==> config.mk <==
export PLATFORM = sky130hd
export DESIGN_NAME = uart_rx_bridge
export DESIGN_NICKNAME = d
export VERILOG_FILES = /design/src/rtl/uart_rx_bridge.sv
export SDC_FILE = /design/constraint.sdc
export NUM_CORES = 1
export LEC_CHECK = 0
export CAP_MARGIN = 20
export CELL_PAD_IN_SITES_DETAIL_PLACEMENT = 1
export CELL_PAD_IN_SITES_GLOBAL_PLACEMENT = 1
export CORE_ASPECT_RATIO = 1.1
export CORE_MARGIN = 5
export CORE_UTILIZATION = 40
export DETAILED_ROUTE_END_ITERATION = 8
export GPL_TIMING_DRIVEN = 0
export PLACE_DENSITY = 0.65
export SLEW_MARGIN = 20
export SYNTH_ARGS = -nofsm -noshare
export SYNTH_HDL_FRONTEND = slang
export SYNTH_SLANG_ARGS = --single-unit
==> constraint.sdc <==
create_clock -name CLK -period 6.5 [get_ports CLK]
set_input_delay 1.625 -clock CLK [delete_from_list [all_inputs] [get_ports CLK]]
set_output_delay 1.625 -clock CLK [all_outputs]
set_load 0.01 [all_outputs]
==> src/rtl/uart_rx_bridge.sv <==
// UART receiver with a small byte FIFO toward the Wrapper.
// Define UART_RX_PARITY_EN for 8E1 framing; the default build is 8N1.
module uart_rx_bridge #(
    parameter int unsigned CLKS_PER_BIT = 868,
    parameter int unsigned FIFO_DEPTH   = 4
) (
    input  logic       CLK,
    input  logic       RESET,
    input  logic       RX,
    output logic [7:0] UART_RX,
    output logic       UART_RX_valid,
    input  logic       UART_RX_ack,
    output logic       frame_err,
    output logic       parity_err,
    output logic       overrun
);

    localparam int unsigned CNT_W = $clog2(CLKS_PER_BIT);
    localparam int unsigned AW    = $clog2(FIFO_DEPTH);
    localparam logic [CNT_W-1:0] BIT_LAST  = CNT_W'(CLKS_PER_BIT - 1);
    localparam logic [CNT_W-1:0] HALF_LAST = CNT_W'(CLKS_PER_BIT / 2 - 1);
    localparam logic [AW:0]      FULL_CNT  = (AW + 1)'(FIFO_DEPTH);

`ifdef UART_RX_PARITY_EN
    typedef enum logic [2:0] {IDLE, START, DATA, PARITY, STOP} state_t;
`else
    typedef enum logic [2:0] {IDLE, START, DATA, STOP} state_t;
`endif

    state_t           state, state_n;
    logic             rx_meta, rx_sync, rx_prev;
    logic [1:0]       settle;
    logic             armed;
    logic [CNT_W-1:0] clk_cnt;
    logic [2:0]       bit_idx;
    logic [7:0]       shift;
    logic [7:0]       mem [FIFO_DEPTH];
    logic [AW-1:0]    wr_ptr, rd_ptr;
    logic [AW:0]      count;

    logic fall, bit_tick, half_tick;
    logic cnt_clr, shift_en, push_req, frame_evt;
    logic full, pop, push_ok, overrun_evt;
`ifdef UART_RX_PARITY_EN
    logic parity_evt, par_bad;
`endif

    assign fall      = rx_prev & ~rx_sync;
    assign bit_tick  = (clk_cnt == BIT_LAST);
    assign half_tick = (clk_cnt == HALF_LAST);

    assign full        = (count == FULL_CNT);
    assign pop         = UART_RX_ack & UART_RX_valid;
    assign push_ok     = push_req & (~full | pop);
    assign overrun_evt = push_req & full & ~pop;

    assign UART_RX_valid = (count != '0);
    assign UART_RX       = UART_RX_valid ? mem[rd_ptr] : '0;

    always_ff @(posedge CLK or posedge RESET) begin
        if (RESET) state <= IDLE;
        else       state <= state_n;
    end

    always_comb begin
        state_n   = state;
        cnt_clr   = 1'b0;
        shift_en  = 1'b0;
        push_req  = 1'b0;
        frame_evt = 1'b0;
`ifdef UART_RX_PARITY_EN
        parity_evt = 1'b0;
`endif
        case (state)
            IDLE: begin
                if (armed && fall) begin
                    state_n = START;
                    cnt_clr = 1'b1;
                end
            end
            START: begin
                if (half_tick) begin
                    cnt_clr = 1'b1;
                    state_n = rx_sync ? IDLE : DATA;
                end
            end
            DATA: begin
                if (bit_tick) begin
                    cnt_clr  = 1'b1;
                    shift_en = 1'b1;
                    if (bit_idx == 3'd7) begin
`ifdef UART_RX_PARITY_EN
                        state_n = PARITY;
`else
                        state_n = STOP;
`endif
                    end
                end
            end
`ifdef UART_RX_PARITY_EN
            PARITY: begin
                if (bit_tick) begin
                    cnt_clr    = 1'b1;
                    parity_evt = (rx_sync != ^shift);
                    state_n    = STOP;
                end
            end
`endif
            STOP: begin
                if (bit_tick) begin
                    state_n = IDLE;
                    if (rx_sync) begin
`ifdef UART_RX_PARITY_EN
                        push_req = ~par_bad;
`else
                        push_req = 1'b1;
`endif
                    end else begin
                        frame_evt = 1'b1;
                    end
                end
            end
            default: state_n = IDLE;
        endcase
    end

    // Clearing 'armed' on a bad stop bit makes IDLE ignore the line until it idles high again.
    always_ff @(posedge CLK or posedge RESET) begin
        if (RESET) begin
            rx_meta   <= 1'b1;
            rx_sync   <= 1'b1;
            rx_prev   <= 1'b1;
            settle    <= '0;
            armed     <= 1'b0;
            clk_cnt   <= '0;
            bit_idx   <= '0;
            shift     <= '0;
            frame_err <= 1'b0;
            overrun   <= 1'b0;
            wr_ptr    <= '0;
            rd_ptr    <= '0;
            count     <= '0;
            for (int unsigned i = 0; i < FIFO_DEPTH; i++) mem[i] <= '0;
        end else begin
            rx_meta <= RX;
            rx_sync <= rx_meta;
            rx_prev <= rx_sync;
            settle  <= {settle[0], 1'b1};
            if (frame_evt)                armed <= 1'b0;
            else if (settle[1] && rx_sync) armed <= 1'b1;

            clk_cnt <= cnt_clr ? '0 : clk_cnt + 1'b1;
            if (state == IDLE && cnt_clr) bit_idx <= '0;
            else if (shift_en)            bit_idx <= bit_idx + 3'd1;
            if (shift_en) shift <= {rx_sync, shift[7:1]};

            frame_err <= frame_evt;
            overrun   <= overrun_evt;

            if (push_ok) begin
                mem[wr_ptr] <= shift;
                wr_ptr      <= wr_ptr + 1'b1;
            end
            if (pop) rd_ptr <= rd_ptr + 1'b1;
            case ({push_ok, pop})
                2'b10:   count <= count + 1'b1;
                2'b01:   count <= count - 1'b1;
                default: count <= count;
            endcase
        end
    end

`ifdef UART_RX_PARITY_EN
    always_ff @(posedge CLK or posedge RESET) begin
        if (RESET) begin
            par_bad    <= 1'b0;
            parity_err <= 1'b0;
        end else begin
            parity_err <= parity_evt;
            if (parity_evt)         par_bad <= 1'b1;
            else if (state == IDLE) par_bad <= 1'b0;
        end
    end
`else
    assign parity_err = 1'b0;
`endif

endmodule

==> results of run 1 <==
==> how the worst max path moves through the flow <==
stage / startpoint / end / cells after the start
finish: rd_ptr[1]$_DFFE_PP0P_ / UART_RX[7] / 4
detailed placement: UART_RX_ack / count[2]$_DFFE_PP0P_ / 12
floorplan: UART_RX_ack / count[2]$_DFFE_PP0P_ / 11
CTS: rd_ptr[1]$_DFFE_PP0P_ / UART_RX[7] / 4
global placement: RESET / rd_ptr[1]$_DFFE_PP0P_ / 2
global route: rd_ptr[0]$_DFFE_PP0P_ / UART_RX[6] / 4
==> layer usage <==
metal	up-vias	track usage [%]	part of all wire (%)	routed length, um
met5	-	0	0	0
met3	14	2.774	2.3	138
met2	21	21.75	50	3068
met4	0	6.921	2.4	148
met1	985	15.86	45	2741
li1	887	-	-	-
==> worst max-delay path: cells and delay by family (launching register included) <==
family	cells	cell delay, ps
buffers and inverters	2	960
muxes	1	410
DFF	1	320
and+or+nand+nor	1	170
==> synthesized netlist by cell type, types with 2 or more instances <==
master | count | area share (%)
dfrtp_1 | 67 | 51
mux2_2 | 35 | 12
nor2_1 | 16 | 1.8
nand2_1 | 11 | 1.3
inv_1 | 10 | 1.1
and2_1 | 9 | 1.7
ha_1 | 9 | 3.4
mux4_2 | 8 | 5.5
xor2_1 | 8 | 2.1
xnor2_1 | 7 | 1.9
mux2_4 | 6 | 2.7
nand3_1 | 4 | 0.61
nand4_4 | 4 | 2.6
buf_4 | 3 | 0.68
dfstp_2 | 3 | 2.4
o21ai_0 | 3 | 0.45
a21oi_1 | 2 | 0.30
buf_2 | 2 | 0.30
buf_6 | 2 | 0.68
clkbuf_1 | 2 | 0.23
conb_1 | 2 | 0.23
nand4_1 | 2 | 0.38
nor3_1 | 2 | 0.30
==> where the power goes <==
part           internal, W  switching (W)  total (W)
Combinational    0.0000938       0.000114   0.000208
Sequential        0.000479      0.0000466   0.000526
Clock             0.000225       0.000165   0.000390
==> flip-flops by register name, summed over array words and instances, names as in the netlist, 2 cells and up <==
name     count
mem         32
clk_cnt     10
shift        8
bit_idx      3
count        3
rd_ptr       2
settle       2
state        2
wr_ptr       2
==> final cells by class <==
| cell class | count | area, um^2 | area share (%) |
|---|---|---|---|
| Buffer | 9 | 62.56 | 1.634 |
| Sequential cell | 70 | 1755 | 45.85 |
| Multi-Input combinational cell | 151 | 1445 | 37.75 |
| Clock inverter | 6 | 85.08 | 2.222 |
| Clock buffer | 10 | 137.6 | 3.595 |
| Timing Repair Buffer | 15 | 167.7 | 4.379 |
| Tap cell | 108 | 135.1 | 3.529 |
| Inverter | 10 | 40.04 | 1.046 |
==> logic make-up (layout without fill, tap and decap cells) <==
family / count (synthesis) / after routing / synth area share (%)
fa+ha+maj: 10 / 10 / 4.018
compound gates: 9 / 9 / 1.668
mux: 50 / 50 / 20.43
buf+inv: 19 / 50 / 3.033
other cells: 2 / 2 / 0.2275
xor+xnor: 15 / 15 / 3.980
flops: 70 / 70 / 53.18
simple gates: 65 / 65 / 13.46
==> per-stage QoR <==
| stage | area, um^2 | cells |
|---|---|---|
| floorplan | 3301 | 240 |
| global placement | 3576 | 362 |
| finish | 3829 | 379 |
| CTS | 3829 | 379 |
| detailed placement | 3606 | 363 |
| global route | 3829 | 379 |
==> results.sh, run 1 <==
export IMPL_reg2reg_depth=9
export IMPL_fillers=850
export IMPL_start_util_pct=41.27
export IMPL_synth_area_mm2=0.003301
export IMPL_grt_pass1_wl_um=10520
export IMPL_crit_path_start_kind="flop"
export IMPL_syn_nets=254
export IMPL_viasPerCell=5.032
export IMPL_required_ps=4880
export IMPL_slew_headroom_pct=52.85
export IMPL_p_per_area_mw_per_mm2=293.6
export IMPL_wirelength_um=6095
export IMPL_tns_ps=0
export IMPL_cts_buffers=9
export IMPL_yosys_warnings=0
export IMPL_final_nets=280
export IMPL_drive_gt1_share_pct=32.10
export IMPL_drt_iter0_markers=45
export IMPL_slew_viol_final=0
export IMPL_path_cells="clkbuf_1, mux4_2, and2_1, clkdlybuf4s50_1"
export IMPL_synth_ff_latch_count=70
export IMPL_areaGrowthSynthToFinish_pct=16.00
export IMPL_synth_distinct_cells=46
export IMPL_hold_slack_ps=353.8
export IMPL_synth_edf_count=0
export IMPL_hold_violations=0
export IMPL_hp_class="flop to flop"
export IMPL_hold_start="settle[0]$_DFF_PP0_"
export IMPL_grt_max_degree=45
export IMPL_n_antenna_cell=0
export IMPL_h_tree_depth=3
export IMPL_r2r_slack_ps=4020
export IMPL_setup_violations=0
export IMPL_setup_slack_ps=2667
export IMPL_cts_setup_buffers=0
export IMPL_hold_path_end="settle[1]$_DFF_PP0_"
export IMPL_cts_hold_buf=0
export IMPL_die_x_um=96.61
export IMPL_crit_arrival_ps=2210
export IMPL_io_buffers=14
export IMPL_synth_main_ff_cell="dfrtp_1"
export IMPL_cts_buffer_depth=2
export IMPL_end_kind="primary output"
export IMPL_ys_seq_area_share_pct=53.18
export IMPL_crit_type="flop to primary output"
export IMPL_synth_cells=240
export IMPL_num_vias=1907
export IMPL_grt_total_usage_pct=13.03
export IMPL_cts_resized=0
export IMPL_path_clk_slew_ps=70
export IMPL_wl_per_cell_um=16.08
export IMPL_cap_viol_max_count=0
export IMPL_place_ws_ps=2415
export IMPL_clock_sinks=70
export IMPL_ant_nets=0
export IMPL_avgSynthCellArea_um2=13.75
export IMPL_grt_pass1_vias=2081
export IMPL_place_gp_congestion=0.6641
export IMPL_final_cell_mix="dfrtp_1, mux2_2, nor2_1"
export IMPL_clock_skew_ps=8.098
export IMPL_leakagePower_nw=1.779
export IMPL_period_share_pct=58.97
export IMPL_cp_max_fo=9
export IMPL_final_core_util_pct=47.87
export IMPL_rows=34
export IMPL_place_hpwl_um=4196
export IMPL_crit_slowest_cell="clkbuf_1"
export IMPL_power_w=0.001124
export IMPL_cts_tree="yes"
export IMPL_antenna_found_initial=0
export IMPL_root_buffer="clkbuf_8"
export IMPL_rsz0062_at_grt="no"
export IMPL_grt_remaining_overflow=0
export IMPL_period_needed_ps=3833
export IMPL_fmax_mhz=260.9
export IMPL_post_route_drc_count=0
export IMPL_synthArstFlopShare_pct=100.0
export IMPL_final_common_cell="dfrtp_1"
export IMPL_slowest_delay_ps=490
export IMPL_peakVddDrop_uv=126.3
export IMPL_status="complete, no violations"
export IMPL_hold_depth=0
export IMPL_die_h_um=105.3
export IMPL_worstSkewPairLatency_ps=350
export IMPL_r2r_end="count[1]$_DFFE_PP0P_"
export IMPL_core_area_mm2=0.007998
export IMPL_worst_pin_slew_ps=707.2
export IMPL_dieArea_mm2=0.01017
export IMPL_rr_startpoint="clk_cnt[0]$_DFF_PP0_"
export IMPL_dr_pass1_iters=4
export IMPL_io_pin_count=16
No activity file was read; power rests on OpenSTA's default activity.
==> run 2, diff against run 1 <==
==> constraint.sdc (replaced) <==
create_clock -name CLK -period 3.6 [get_ports CLK]
set_input_delay 0.9 -clock CLK [delete_from_list [all_inputs] [get_ports CLK]]
set_output_delay 0.9 -clock CLK [all_outputs]
set_load 0.01 [all_outputs]
==> results of run 2 <==
The final DEF is identical to that of run 1. Status: complete, no violations.
Main changes from that run: setup slack after placement 2415 ps -> 240.0 ps; setup slack after layout 2667 ps -> 491.9 ps; register-to-register setup slack 4020 ps -> 1120 ps; total power 0.001124 W -> 0.002030 W; worst IR drop on VDD 126.3 uV -> 228.1 uV
==> run 3, diff against run 2 <==
--- a/config.mk
+++ b/config.mk
@@ -13,7 +13,8 @@
 export CORE_UTILIZATION = 40
 export DETAILED_ROUTE_END_ITERATION = 8
 export GPL_TIMING_DRIVEN = 0
-export PLACE_DENSITY = 0.65
+export MAX_ROUTING_LAYER = met4
+export PLACE_DENSITY = 0.75
 export SLEW_MARGIN = 20
 export SYNTH_ARGS = -nofsm -noshare
 export SYNTH_HDL_FRONTEND = slang
==> results.sh, run 3 (synthesis gave the netlist of run 1 again) <==
export IMPL_status="complete, no violations"
export IMPL_crit_arrival_ps=2210
export IMPL_grt_pass1_wl_um=10700
export IMPL_peakVddDrop_uv=205.2
export IMPL_final_cell_mix="dfrtp_1, mux2_2, nor2_1"
export IMPL_worst_pin_slew_ps=663.6
export IMPL_worstSkewPairLatency_ps=340
export IMPL_place_hpwl_um=4107
export IMPL_fillers=864
export IMPL_period_share_pct=86.36
export IMPL_hold_violations=0
export IMPL_cp_max_fo=9
export IMPL_grt_remaining_overflow=0
export IMPL_dr_pass1_iters=3
export IMPL_cts_buffer_depth=2
export IMPL_areaGrowthSynthToFinish_pct=16.00
export IMPL_clock_skew_ps=7.940
export IMPL_cts_tree="yes"
export IMPL_core_area_mm2=0.007998
export IMPL_met1_usage_pct=14.41
export IMPL_grt_max_degree=59
export IMPL_largest_register_ffs=32
export IMPL_drt_iter0_markers=35
export IMPL_slew_headroom_pct=55.76
export IMPL_wl_per_cell_um=16.05
export IMPL_rows=34
export IMPL_cap_viol_max_count=0
export IMPL_drive_gt1_share_pct=32.10
export IMPL_n_antenna_cell=0
export IMPL_place_gp_congestion=0.7507
export IMPL_slew_viol_final=0
export IMPL_tns_ps=0
export IMPL_path_clk_slew_ps=70
export IMPL_power_w=0.002020
export IMPL_crit_path_start_kind="flop"
export IMPL_grt_busiest_layer="met2"
export IMPL_cts_hold_buf=0
export IMPL_power_frac_clock_pct=34.4
export IMPL_start_util_pct=41.27
export IMPL_period_needed_ps=3109
export IMPL_final_cells=379
export IMPL_clock_sinks=70
export IMPL_io_buffers=14
export IMPL_p_int_w=0.001440
export IMPL_reg_top3="mem x32, clk_cnt x10, shift x8"
export IMPL_io_pin_count=16
export IMPL_cts_setup_buffers=0
export IMPL_die_h_um=105.3
export IMPL_dieArea_mm2=0.01017
export IMPL_placed_cells=363
export IMPL_p_seq_share_pct=47.0
export IMPL_hold_slack_ps=353.3
export IMPL_p_per_area_mw_per_mm2=527.6
export IMPL_post_route_drc_count=0
export IMPL_grt_total_usage_pct=13.75
export IMPL_root_buffer="clkbuf_8"
export IMPL_p_comb_share_pct=18.5
export IMPL_rsz0062_at_grt="no"
export IMPL_hold_start="settle[0]$_DFF_PP0_"
export IMPL_die_x_um=96.61
export IMPL_cts_buffers=9
export IMPL_largest_register="mem"
export IMPL_h_tree_depth=3
export IMPL_ant_nets=0
export IMPL_leakagePower_nw=1.779
export IMPL_use_met3_pct=4.359
export IMPL_wirelength_um=6082
export IMPL_rr_startpoint="count[0]$_DFFE_PP0P_"
export IMPL_power_switching_w=0.0005796
export IMPL_fmax_mhz=321.6
export IMPL_num_vias=1897
export IMPL_final_common_cell="dfrtp_1"
export IMPL_required_ps=2700
export IMPL_grtUsageMet2_pct=25.00
export IMPL_end_kind="primary output"
export IMPL_p_sw_share_pct=28.69
export IMPL_viasPerCell=5.005
export IMPL_multi_input_area_mm2=0.001445
export IMPL_crit_start="rd_ptr[1]$_DFFE_PP0P_"
export IMPL_register_area_mm2=0.001755
export IMPL_setup_violations=0
export IMPL_grt_pass1_vias=2139
export IMPL_hp_class="flop to flop"
export IMPL_cts_resized=0
export IMPL_final_nets=280
export IMPL_antenna_found_initial=0
export IMPL_crit_type="flop to primary output"
==> run 3: metrics by stage <==
stage          setup slack, ps  area [um^2]  util, %
2_1_floorplan            838.0         3301        -
3_3_place_gp            -264.3         3576    44.71
3_5_place_dp             249.7         3606    45.09
4_1_cts                  465.7         3829    47.87
5_1_grt                  395.1         3829    47.87
6_report                 490.9         3829    47.87
==> run 3: layout make-up <==
class                      count  share of cell area [%]
buffer                         9                   1.634
clock buffer                  10                   3.595
clock inverter                 6                   2.222
inverter                      10                   1.046
multi-input combinational    151                   37.75
sequential                    70                   45.85
tap                          108                   3.529
timing repair buffer          15                   4.379
==> run 3: power groups by stage <==
stage               Clock, W  Sequential (W)  Combinational, W
floorplan                  0        0.000941          0.000292
global placement           0        0.000959          0.000360
detailed placement         0        0.000965          0.000385
CTS                 0.000719        0.000951          0.000385
global route        0.000762        0.000965          0.000420
finish              0.000696        0.000950          0.000374
==> run 3: per-layer routing <==
| metal | up-vias | part of all wire [%] | wire (um) |
|---|---|---|---|
| li1 | 888 | - | - |
| met1 | 981 | 40 | 2427 |
| met2 | 21 | 56 | 3387 |
| met3 | 7 | 3.4 | 208 |
| met4 | 0 | 0.97 | 59 |
| met5 | - | 0 | 0 |
==> run 3: path summary, 6_finish.rpt <==
kind / depth (start not counted) / to / slack (ps)
max: 4 / UART_RX[6] / 490
min: 0 / settle[1]$_DFF_PP0_ / 350
max reg2reg: 11 / count[2]$_DFFE_PP0P_ / 1090
min reg2reg: 0 / settle[1]$_DFF_PP0_ / 350
max in group asynchronous: 3 / rx_prev$_DFF_PP1_ / 2200
min in group asynchronous: 2 / clk_cnt[2]$_DFF_PP0_ / 830
==> run 3: worst max-delay path, stage by stage (launching register included) <==
cell and delay, ps:
dfrtp_1 330, clkbuf_1 500, mux4_2 390, and2_1 180, clkdlybuf4s50_1 480
